[config.mk]
export PLATFORM = sky130hd
export DESIGN_NAME = regfile_arbiter
export DESIGN_NICKNAME = d
export VERILOG_FILES = /design/src/rtl/regfile_arbiter.sv
export SDC_FILE = /design/constraint.sdc
export NUM_CORES = 1
export LEC_CHECK = 0
export CORE_UTILIZATION = 39
export DETAILED_ROUTE_END_ITERATION = 10
export GPL_TIMING_DRIVEN = 1
export MAX_ROUTING_LAYER = met4
export PLACE_DENSITY = 0.85
export SYNTH_ARGS = -nofsm -noshare
export SYNTH_HDL_FRONTEND = slang
export SYNTH_SLANG_ARGS = --single-unit
[constraint.sdc]
create_clock -name clk -period 4.1 [get_ports clk]
set_input_delay 0.82 -clock clk [delete_from_list [all_inputs] [get_ports clk]]
set_output_delay 0.82 -clock clk [all_outputs]
set_load 0.05 [all_outputs]
[src/rtl/regfile_arbiter.sv]
// rtl/regfile_arbiter.sv - register file port arbiter between core and debug requester
module regfile_arbiter #(
   parameter int DBG_MAX_WAIT = 8
) (
   input  logic       clk,
   input  logic       rst,
   input  logic       core_wr_en,
   input  logic [3:0] core_wr_sel,
   input  logic [7:0] core_wr_data,
   input  logic       core_inc,
   input  logic       core_dec,
   input  logic [3:0] core_ptr_sel,
   output logic       core_stall,
   input  logic       dbg_valid,
   input  logic       dbg_we,
   input  logic [3:0] dbg_addr,
   input  logic [7:0] dbg_wdata,
   output logic       dbg_ready,
   output logic       dbg_rvalid,
   output logic [7:0] dbg_rdata,
   output logic [3:0] rf_inSelect,
   output logic [3:0] rf_outBselect,
   output logic [7:0] rf_in,
   output logic       rf_write_en,
   output logic       rf_inc,
   output logic       rf_dec,
   input  logic [7:0] rf_outA
);

   typedef enum logic {
      IDLE   = 1'b0,
      REPLAY = 1'b1
   } state_t;

   localparam logic [7:0] MAX_WAIT = 8'(DBG_MAX_WAIT);

   state_t     state;
   state_t     state_nxt;
   logic [7:0] wait_cnt;
   logic       core_req;
   logic       core_ptr_op;
   logic       conflict;
   logic       force_grant;
   logic       accept;
   logic [3:0] pair_lo;
   logic [3:0] pair_hi;

   // pointer pair {2p+1, 2p} wraps modulo 16, so only the low three select bits matter
   assign pair_lo     = {core_ptr_sel[2:0], 1'b0};
   assign pair_hi     = {core_ptr_sel[2:0], 1'b1};
   assign core_ptr_op = core_inc | core_dec;
   assign core_req    = core_wr_en | core_ptr_op;
   assign conflict    = core_wr_en & core_ptr_op &
                        ((core_wr_sel == core_ptr_sel) |
                         (core_wr_sel == pair_lo) |
                         (core_wr_sel == pair_hi));
   assign force_grant = dbg_valid & (wait_cnt == MAX_WAIT);
   assign accept      = dbg_valid & dbg_ready;

   // next-state selection and register file port steering
   always_comb begin
      state_nxt     = state;
      rf_inSelect   = core_wr_sel;
      rf_outBselect = core_ptr_sel;
      rf_in         = core_wr_data;
      rf_write_en   = 1'b0;
      rf_inc        = 1'b0;
      rf_dec        = 1'b0;
      dbg_ready     = 1'b0;
      core_stall    = 1'b0;
      if (!rst) begin
         state_nxt = IDLE;
      end else begin
         case (state)
            IDLE: begin
               if (force_grant || (dbg_valid && !core_req)) begin
                  dbg_ready   = 1'b1;
                  core_stall  = force_grant & core_req;
                  rf_inSelect = dbg_addr;
                  if (dbg_we) begin
                     rf_write_en = 1'b1;
                     rf_in       = dbg_wdata;
                  end
               end else if (conflict) begin
                  rf_write_en = 1'b1;
                  core_stall  = 1'b1;
                  state_nxt   = REPLAY;
               end else if (core_req) begin
                  rf_write_en = core_wr_en;
                  rf_inc      = core_inc;
                  rf_dec      = core_dec & ~core_inc;
               end
            end
            REPLAY: begin
               rf_inc    = core_inc;
               rf_dec    = core_dec & ~core_inc;
               state_nxt = IDLE;
            end
            default: state_nxt = IDLE;
         endcase
      end
   end

   // state, debug read capture and starvation counter
   always_ff @(posedge clk) begin
      if (!rst) begin
         state      <= IDLE;
         wait_cnt   <= 8'd0;
         dbg_rvalid <= 1'b0;
         dbg_rdata  <= 8'd0;
      end else begin
         state      <= state_nxt;
         dbg_rvalid <= accept & ~dbg_we;
         if (accept && !dbg_we) begin
            dbg_rdata <= rf_outA;
         end
         if (accept || !dbg_valid) begin
            wait_cnt <= 8'd0;
         end else if (wait_cnt != MAX_WAIT) begin
            wait_cnt <= wait_cnt + 8'd1;
         end
      end
   end

endmodule

# After elaboration in Yosys (flattened, before gate mapping)
# Cells that the tools add are included.
[word_totals] ff_bits=18 elab_cells=65
[op_classes] n_addsub=1 n_eq_ne=5 muxes=32 bitwise=15 n_reduce_logical=8
[op_table] operator="8-bit two-way mux" count=4
[op_table] operator="1-bit two-way mux" count=22
[op_table] operator="4-bit == test" count=3
[op_table] operator="4-bit two-way mux" count=3
[op_table] operator="8-bit by 1-bit adder with 8-bit output, second input constant" count=1
[op_table] operator="8-bit by 4-bit == test with 1-bit output, second input constant" count=1
[op_table] operator="8-bit by 4-bit inequality test with 1-bit output, second input constant" count=1
[op_table] operator="1-bit bitwise AND" count=7
[op_table] operator="1-bit case mux with 2 select lines" count=3
[op_table] operator="1-bit NOT" count=4
[op_table] operator="1-bit OR" count=4
[op_table] operator="1-bit logical NOT" count=3
[op_table] operator="1-bit logical AND" count=2
[op_table] operator="1-bit logical OR" count=2
[op_table] operator="2-bit OR reduction" count=1

# Logic depth before layout (Yosys ltp)
# Gate-level depths: netlist (run 1).
[logic_depth] word_depth=11 mapped_depth=7 depth_no_buf=6

# Least setup slack after synthesis (run 1)
# OpenSTA, ideal clock, no wires.
[synth_timing] kind="input -> output" startpoint="input port rst" endpoint="output port core_stall" arrival_ns=2.508 t_required_ns=3.280 setup_slack_ns=0.772 stages=4 cell_sequence="clkbuf_1 > nor2b_1 > o211ai_1 > o21ai_0"
[synth_between] elab_chain_len=1
[synth_rtl] item="start: declaration" line="6" rtl="input logic rst,"
[synth_rtl] item="1-bit two-way mux" line="71" rtl="if (!rst) begin"
[synth_rtl] item="end: declaration" line="13" rtl="output logic core_stall,"
# No other way between the ends.

# Worst setup path after layout (run 1)
[layout_timing] startpoint="input port core_inc" endpoint="output port rf_in[6]"
[layout_between] elab_chain_len=8
[layout_rtl] item="start: declaration" line="10" rtl="input logic core_inc,"
[layout_rtl] item="1-bit OR" line="51" rtl="assign core_ptr_op = core_inc | core_dec;"
[layout_rtl] item="1-bit OR" line="52" rtl="assign core_req = core_wr_en | core_ptr_op;"
[layout_rtl] item="1-bit logical NOT" line="76" rtl="if (force_grant || (dbg_valid && !core_req)) begin"
[layout_rtl] item="1-bit logical AND" line="76"
[layout_rtl] item="1-bit logical OR" line="76"
[layout_rtl] item="8-bit two-way mux" line="76"
[layout_rtl] item="8-bit two-way mux" line="74" rtl="case (state)"
[layout_rtl] item="8-bit two-way mux" line="71"
[layout_rtl] item="end: declaration" line="23" rtl="output logic [7:0] rf_in,"
# No other way between the ends.

==> summary.md, run 1 <==
| Metric | Value |
|---|---|
| Status | `finished, final reports clean` |
| Reg2reg path depth | `6` |
| Grt ovf | `0` |
| Startpoint Class | `primary input` |
| Post_cts resized | `0` |
| Skew-Pair Late Insertion Delay | `around 0.30 ns` |
| Yosys reg bits | `18` |
| Worst setup path category | `in -> out` |
| Worst Tran Pin Value | `between 0.5 and 0.6 ns` |
| CP required | `approximately 3.3 ns` |
| DRT Wirelength | `3170 µm` |
| DIE HEIGHT | `56.4 µm` |
| CTS clock-pin slew for the worst setup and hold paths | `0.10 ns` |
| CP Capture Type | `primary output` |
| Area grow syn2layout | `62.9%` |
| Power Density | `237 mW/mm²` |
| Clk sink count | `18` |
| Post-synthesis area per instance | `9.02 µm²` |
| Fmax achieved | `0.260 GHz` |
| Synth Warn # | `0` |
| Vias per cell | `between 5 and 6` |
| Post-CTS setup buffer count | `0` |
| Minimum clock period | `3.84 ns` |
| Syn Std Cell Area | `0.00115 mm²` |
| Worst setup margin | `0.256 ns` |
| Setup_tns | `0 ns` |
| Die width | `between 50 and 60 µm` |
| Max IR drop VDD | `between 0.15 and 0.2 mV` |
| Design area | `0.00188 mm²` |
| CTS buffer count | `3` |
| Layout cells sized above 1 | `0.207` |
| FF-to-FF Start | `wait_cnt[0]` |
| Total iterations of the first detailed-routing run | `4` |
| Antenna-violating nets left | `0` |
| First-pass GRT wire length | `roughly 5200 µm` |
| Residual DRC | `0` |
| Worst min-delay path class | `reg -> reg` |
| Die area | `0.00318 mm²` |
| Hold_ws | `0.470 ns` |
| Leak | `approximately 0.00072 µW` |
| CTS Hold Bufs | `0` |
| Pins over their slew limit | `0` |
| MaxCap Viol Count | `0` |
| Initial drt markers | `22` |
| Number of synthesized flops with an enable pin | `0` |
| Critical Path End | `rf_in[6]` |
| Vias in the first global route | `about 1.2k` |
| Fill count | `230` |
| Core area | `0.00278 mm²` |
| R2r setup slk | `~2.4 ns` |
| Library cells used by synthesis | `38` |
| IO Count | `73` |
| GRT Total Usage | `0.213` |
| WL per Instance | `13.8 µm` |
| Worst path arrival time | `3.02 ns` |
| Hold Path Origin | `dbg_rdata[4]` |
| Pin count of the biggest net entering global routing | `18` |
| CP Max Fanout | `9` |
| Mapped Cells | `128` |
| Row count | `19` |
| FFs w/ async S/R, synth | `0` |
| RR Endpoint | `dbg_rdata[6]` |
| Dpl hpwl | `~2600 µm` |
| Clock skew | `0.000861 ns` |
| Post-place instance area | `0.00185 mm²` |
| Post-synthesis net count | `173` |
| RSZ-0062 raised after global routing | `false` |
| Initial antenna violation count | `0` |
| Sequential area share after synthesis | `0.312` |
| Slowest cell on crit path | `nor4b_1` |
| Starting density of the core | `0.415` |
| Final Hold Fails | `0` |
| CTS Buffer Depth | `2` |
| Final setup viols | `0` |
| GP Congestion | `approximately 0.8` |
| I/O Buffers | `72` |
| N_diodes | `0` |
| CTS H-tree lvls | `1` |
| Ys flop type | `dfxtp_1` |
| TritonCTS clock tree | `yes` |
| Vias | `1,240` |
| Pre-CTS setup slack | `~0.28 ns` |
| Largest stage delay, worst path | `0.55 ns` |
| Crit path launch | `core_inc` |
| Root buf cell | `clkbuf_4` |
| Slew headroom | `0.642` |
| Fin crit share | `0.938` |
| Critical-path cell list | `clkdlybuf4s50_1 > nor4b_1 > a21o_1 > and3_1 > mux2_2 > buf_4` |
| Fin nets | `roughly 240` |
==> power breakdown <==
group          switching (µW)  total (µW)  leakage (µW)  internal, µW
Sequential               2.17         179      0.000145           177
Clock                    56.9         111     0.0000210          54.2
Combinational            82.8         156      0.000556          73.5
Total                     142         447      0.000723           305
==> worst min-delay path by stage <==
stage                         endpoint  slack [ns]  cells after the start
after detailed placement  dbg_rdata[4]        0.46                      2
after global routing      dbg_rdata[4]        0.50                      2
after floorplan            wait_cnt[1]        0.52                      2
after CTS                 dbg_rdata[4]        0.47                      2
final                     dbg_rdata[4]        0.47                      2
after global placement    dbg_rdata[3]        0.45                      2
==> per-stage QoR <==
| step | utilization | total power [µW] | cells |
|---|---|---|---|
| after floorplan | - | 268 | 128 |
| after global placement | 0.664 | 337 | 225 |
| after detailed placement | 0.664 | 340 | 225 |
| after CTS | 0.677 | 451 | 229 |
| after global routing | 0.677 | 468 | 229 |
| final | 0.677 | 447 | 229 |
==> logic make-up (layout without fill, tap and decap cells) <==
family          after synthesis  in the layout  share of synthesized area
buf+inv                      10             80                     0.0531
xor+xnor                     14             14                      0.106
flops                        18             18                      0.312
compound gates               19             19                      0.113
simple gates                 52             52                      0.269
mux                          13             13                      0.126
fa+ha+maj                     2              2                     0.0217
==> layout by cell type (no fill, tap or decap), types with 2 or more instances in the layout <==
cell type / instances
nor2b_1: 2
xnor2_1: 8
and3_1: 2
o21ai_0: 9
buf_4: 18
clkbuf_4: 3
a41o_1: 2
mux2_2: 12
inv_1: 2
ha_1: 2
nand2_1: 14
nor3_1: 5
clkdlybuf4s50_1: 55
nor2_1: 7
xor2_1: 6
dfxtp_1: 18
nand3_1: 11
==> registers in the layout, summed over array words and instances, names as in the netlist <==
register	flops
state	1
dbg_rvalid	1
wait_cnt	8
dbg_rdata	8
==> metal layers <==
metal	vias up	GRT usage	part of all wire
li1	593	-	-
met1	566	0.241	0.39
met2	76	0.378	0.51
met3	5	0.0346	0.084
met4	0	0.0732	0.014
met5	-	-	0
==> synthesized netlist by cell type, types with 2 or more instances <==
cell type | n | area [µm²]
clkbuf_1 | 2 | 7.51
inv_1 | 2 | 7.51
and3_1 | 2 | 12.5
xor2_1 | 6 | 52.6
dfxtp_1 | 18 | 360
nor2_1 | 7 | 26.3
nor2b_1 | 2 | 12.5
mux2_2 | 12 | 135
nor3_1 | 5 | 25.0
nand3_1 | 11 | 55.1
nand2_1 | 14 | 52.6
ha_1 | 2 | 25.0
o21ai_0 | 9 | 45.0
xnor2_1 | 8 | 70.1
a41o_1 | 2 | 20.0
buf_4 | 4 | 30.0
==> critical path, delay by kind of cell <==
kind,cells,cell delay [ns]
buf+inv,2,0.71
mux,1,0.39
simple gates,2,0.95
compound gates,1,0.15
==> cell type report <==
class / instances / area, µm² / share of cell area
Multi-Input combinational cell: 100 / 733 / 0.390
Timing Repair Buffer: 74 / 706 / 0.375
Sequential cell: 18 / 360 / 0.191
Tap cell: 31 / 38.8 / 0.0206
Clock buffer: 4 / 36.3 / 0.0193
Inverter: 2 / 7.51 / 0.00399
(Power assumes the default switching activity.)
==> run 2: changes to the inputs <==
--- a/config.mk
+++ b/config.mk
@@ -6,6 +6,7 @@
 export NUM_CORES = 1
 export LEC_CHECK = 0
 export CORE_UTILIZATION = 39
+export CTS_CLUSTER_DIAMETER = 40
 export DETAILED_ROUTE_END_ITERATION = 10
 export GPL_TIMING_DRIVEN = 1
 export MAX_ROUTING_LAYER = met4
==> results of run 2 <==
Same layout as run 1: the final DEF is identical, and so are final timing and power.
